### config.mk
export PLATFORM = sky130hd
export DESIGN_NAME = pp_accumulator
export DESIGN_NICKNAME = d
export VERILOG_FILES = /design/src/rtl/pp_accumulator.sv
export SDC_FILE = /design/constraint.sdc
export NUM_CORES = 1
export LEC_CHECK = 0
export ABC_AREA = 1
export CORE_AREA = 2 2 91 93
export DETAILED_ROUTE_END_ITERATION = 16
export DIE_AREA = 0 0 93 95
export PLACE_DENSITY = 0.78
export SETUP_SLACK_MARGIN = 0.2
export SLEW_MARGIN = 20
export SYNTH_ARGS = -nofsm -noshare
export SYNTH_HDL_FRONTEND = slang
export SYNTH_SLANG_ARGS = --single-unit
### constraint.sdc
create_clock -name clk -period 6.2 [get_ports clk]
set_input_delay 1.24 -clock clk [delete_from_list [all_inputs] [get_ports clk]]
set_output_delay 1.24 -clock clk [all_outputs]
set_load 0.03 [all_outputs]
### src/rtl/pp_accumulator.sv
// -----------------------------------------------------------------------------
// pp_accumulator
//
// Sums the shifted partial products of one multiplication, which arrive as
// 4x4 tile products from a pipelined tile multiplier, and holds the 32-bit
// result until the consumer takes it.
//
// Each accepted word contributes term = pp_data << (4 * pp_shift). The first
// word of an operation replaces the accumulator. Later words add to it,
// modulo 2^32. The word flagged pp_last completes the operation, and the
// block then holds the result until it is delivered.
//
// Handshakes (both sides):
//   A transfer happens on a rising clk edge where valid & ready are both high
//   and ena is high. The producer keeps its data stable while valid is high
//   and no transfer has happened. The ready outputs do not depend on the
//   valid inputs.
//   pp side : accept  = pp_valid & pp_ready, where pp_ready = ena & !HOLD.
//   res side: deliver = res_valid & res_ready & ena, where res_valid = HOLD.
//
// Optional feature:
//   PP_ACC_OVF_EN  When this macro is defined, res_ovf is a sticky flag. It is
//                  set when any accepted term, or any carry, reaches sum bits
//                  [35:32]. It is cleared on the first word of each operation.
//                  When the macro is undefined, res_ovf is tied low and
//                  wrap-around is silent.
//
// Ports:
//   clk          in   rising-edge clock
//   rst          in   synchronous active-high reset
//   ena          in   stage enable; low freezes all state
//   pp_valid     in   partial-product word present
//   pp_ready     out  partial product accepted this cycle if pp_valid
//   pp_data[7:0] in   unsigned 4x4 tile product
//   pp_shift[2:0]in   tile weight in nibbles
//   pp_last      in   final partial product of the operation
//   res_valid    out  result available
//   res_ready    in   consumer accepts the result
//   res_data[31:0] out accumulator (registered); meaningful while res_valid
//   res_ovf      out  sticky overflow for the current result
//   dbg_state_o[1:0] out current FSM state (0 IDLE, 1 ACCUM, 2 HOLD)
// -----------------------------------------------------------------------------
module pp_accumulator (
    input  logic        clk,
    input  logic        rst,
    input  logic        ena,
    input  logic        pp_valid,
    output logic        pp_ready,
    input  logic [7:0]  pp_data,
    input  logic [2:0]  pp_shift,
    input  logic        pp_last,
    output logic        res_valid,
    input  logic        res_ready,
    output logic [31:0] res_data,
    output logic        res_ovf,
    output logic [1:0]  dbg_state_o
);

`ifdef PP_ACC_OVF_EN
    // Four guard bits above the 32-bit accumulator catch both oversized
    // terms (shift 7) and carries out of bit 31.
    localparam int SW = 36;
`else
    localparam int SW = 32;
`endif

    typedef enum logic [1:0] {
        S_IDLE  = 2'd0,
        S_ACCUM = 2'd1,
        S_HOLD  = 2'd2
    } state_e;

    state_e         state_q, state_d;
    logic [31:0]    acc_q, acc_d;
    logic           accept;
    logic           deliver;
    logic [5:0]     shamt;
    logic [SW-1:0]  term;
    logic [SW-1:0]  sum;

    assign pp_ready    = ena & (state_q != S_HOLD);
    assign res_valid   = (state_q == S_HOLD);
    assign accept      = pp_valid & pp_ready;
    assign deliver     = res_valid & res_ready & ena;
    assign res_data    = acc_q;
    assign dbg_state_o = state_q;

    // The shift amount is 4 * pp_shift, so its maximum is 28. With a shift
    // of 7, the top nibble of pp_data lands in the guard bits, or is dropped
    // when there are no guard bits.
    assign shamt = {1'b0, pp_shift, 2'b00};
    assign term  = SW'(pp_data) << shamt;

    // In IDLE the old accumulator is discarded, so the base is zero.
    assign sum = ((state_q == S_IDLE) ? '0 : SW'(acc_q)) + term;

    always_comb begin
        state_d = state_q;
        acc_d   = acc_q;
        case (state_q)
            S_IDLE, S_ACCUM: begin
                if (accept) begin
                    acc_d   = sum[31:0];
                    state_d = pp_last ? S_HOLD : S_ACCUM;
                end
            end
            S_HOLD: begin
                if (deliver) begin
                    state_d = S_IDLE;
                end
            end
            default: state_d = S_IDLE;
        endcase
    end

    always_ff @(posedge clk) begin
        if (rst) begin
            state_q <= S_IDLE;
            acc_q   <= '0;
        end else begin
            state_q <= state_d;
            acc_q   <= acc_d;
        end
    end

`ifdef PP_ACC_OVF_EN
    logic ovf_q, ovf_d;

    // The flag is sticky within an operation. The first word of a new
    // operation drops the old flag and then applies its own term.
    always_comb begin
        ovf_d = ovf_q;
        if (accept) begin
            ovf_d = ((state_q == S_IDLE) ? 1'b0 : ovf_q) | (|sum[35:32]);
        end
    end

    always_ff @(posedge clk) begin
        if (rst) begin
            ovf_q <= 1'b0;
        end else begin
            ovf_q <= ovf_d;
        end
    end

    assign res_ovf = ovf_q;
`else
    assign res_ovf = 1'b0;
`endif

endmodule

==> impl_metrics.yaml <==
floorplan:
  die_y_um: 95
  start_util_pct: 53.3
  core_um2: 7930
  dieArea_um2: 8840
  io_pins: 54
  num_rows: 33
  die_w_um: 93
power_and_ir_drop:
  powerDensity_nw_per_um2: 139
  vdd_drop_max_mv: 0.115
  p_leak_nw: 2.81
  power_mw: 0.678
layout:
  utilization_pct: 61.6
  multi_input_area_um2: 2780
  antenna_cells: 0
  final_common_cell: "nand2_1"
  area_growth_syn_to_layout_pct: 15.6
  fin_area_um2: 4880
  finalNetCount: 870
  fin_cells: 926
  fill_cells: 836
  layout-drive-gt1-share_pct: 5.24
  seqCellArea_um2: 681
  most-common-layout-cells: "nand2_1, inv_1, nor2_1"
global_route:
  grt_overflow: 0
  grt_pass1_wl_mm: 21.0
  antenna_found_initial: 0
  grt_use_total_pct: 30.5
  grt_max_degree: 43
  grt_pass1_vias: 4390
route:
  via_per_inst: 5.24
  ant_nets: 0
  drt-wirelength-per-cell_um: 14.3
  vias: 4850
  drtIter0Drc: 263
  drc: 0
  routed_wl_mm: 13.3
  firstDrtPassIters: 5
cts:
  cts_max_path_buffers: 2
  cts.clk_slew.worst_paths_ns: 0.08
  ctsResizeCount: 0
  postCtsHoldBufs: 0
  clk-insertion-delay-late_ns: 0.30
  postCtsSetupBuffers: 0
  htreeDepth: 2
  cts_tree: "yes"
  numCtsBuffers: 5
  cts_sinks: 34
  cts_root_buffer: "clkbuf_8"
synth:
  ys_warn_count: 0
  synth_ff_type: "dfxtp_1"
  synth_edf_count: 0
  synth-async-reset-ratio_pct: 0
  synth_area_um2: 4220
  yosys.area.top_type_share_pct: 21.1
  yosysTopAreaCell: "nand2_1"
  yosysSeqAreaShare_pct: 16.1
  postSynthAreaPerCell_um2: 5.42
  synthCells: 779
  yosysUniqueCellTypes: 38
  synthesis.nets: 828
  synth_area_leaders: "nand2_1, dfxtp_1, inv_1"
  synth-seq-cells: 34
sta:
  slew_headroom_pct: 58.8
  worstMarginPinSlew_ns: 0.616
  max_clock_freq_mhz: 241
  setup_viol: 0
  hold_viol: 0
  slew_viol_final: 0
  rsz0062_at_grt: "no"
  finalCriticalPeriod_ns: 4.15
  setup_tns_ns: 0
  holdWs_ns: 0.480
  min_period_over_period_pct: 66.9
  skew_ns: 0.00924
  postLayoutSetupSlackWorst_ns: 2.05
critical_path:
  crit_start: "pp_shift[1]"
  crit_path_start_kind: "primary input"
  worst_setup_path_end_kind: "register"
  critical_path_class: "primary input to register"
  critPathMaxFanout: 18
  r2r_start: "dbg_state_o[1]$_SDFFE_PP0P_"
  arrival_ns: 4.36
  required_ns: 6.41
place:
  placedCellCount: 919
  detailedPlace.worstSlack_ns: 1.84
  io_buffer_count: 52
  post_dp_cell_area_um2: 4770
  dpl.hpwl_mm: 10.6
  place_congestion: 1.04
outcome:
  status: "finished, final reports clean"
hold_path:
  min_from: "res_data[2]$_SDFFE_PP0P_"
  min_path_type: "register to register"
flow_run:
  maxCapViolCount: 0
worst paths after layout:
| path | cells past startpoint | endpoint | slack (ns) |
|---|---|---|---|
| setup / recovery | 16 | res_data[20]$_SDFFE_PP0P_ | 2.05 |
| hold / removal | 2 | res_data[2]$_SDFFE_PP0P_ | 0.48 |
| setup reg to reg | 15 | res_data[20]$_SDFFE_PP0P_ | 3.43 |
| hold reg to reg | 2 | res_data[2]$_SDFFE_PP0P_ | 0.48 |
power by group:
group	internal (mW)	switching, mW
Combinational	0.0758	0.136
Clock	0.129	0.0933
Sequential	0.234	0.00926
layout make-up:
type,count,share of cell area (%)
inverters,173,13.4
repair buffers,53,10.7
multi-input cells,554,56.9
clock buffers,6,1.69
flip-flops and latches,34,13.9
clock inverters,1,0.615
well taps,105,2.69
cell usage after synthesis, types with 2 or more instances:
library cell    n
a31oi_1         4
nand3_1        42
a21oi_1        53
o21ai_0        18
inv_2           4
mux2i_1         3
dfxtp_1        34
o22ai_1         4
nor2_2          8
ha_1           31
o21ai_1         2
nor3_1          7
buf_6           3
inv_1         167
xnor2_1         2
o21bai_1        3
nand4_1         3
nand3_2         4
nor2_1        100
inv_4           2
xor2_1         13
buf_2           3
buf_4           4
nor3_2          2
nand2_1       237
clkbuf_1        8
nand2_2         7
kinds of logic after synthesis:
kind of cell,Yosys count,share of synthesized area (%)
XOR/XNOR,15,3.11
adder cells (fa/ha/maj),32,9.66
other,1,0.0888
multiplexers,3,0.711
flip-flops,34,16.1
buffers and inverters,191,18.1
AND/OR/NAND/NOR,414,40.7
AO/OA/AOI/OAI,89,11.5
sequential cells by signal, summed over array words and instances, names as in the netlist:
name,count
res_data,32
dbg_state_o,2
critical path: stages:
cell and delay (ns):
clkdlybuf4s50_1 0.86, inv_1 0.20, nand3_1 0.19, nor2_1 0.06, ha_1 0.30, fa_1 0.48
nand3_1 0.12, nand3_1 0.16, nand3_1 0.13, nand3_2 0.12, nand3_1 0.16, nand2_1 0.07
nand2_1 0.07, nand3_1 0.07, nand2_1 0.08, inv_1 0.04
layer usage:
layer	wire length, um	part of all wire [%]	GRT usage [%]	vias to the layer above
li1	-	-	-	2451
met1	5400	41	36.4	2162
met2	6530	49	55.5	202
met3	854	6.4	3.03	35
met4	489	3.7	13.0	0
met5	0	0	0	-
No activity file was read; power rests on OpenSTA's default activity.
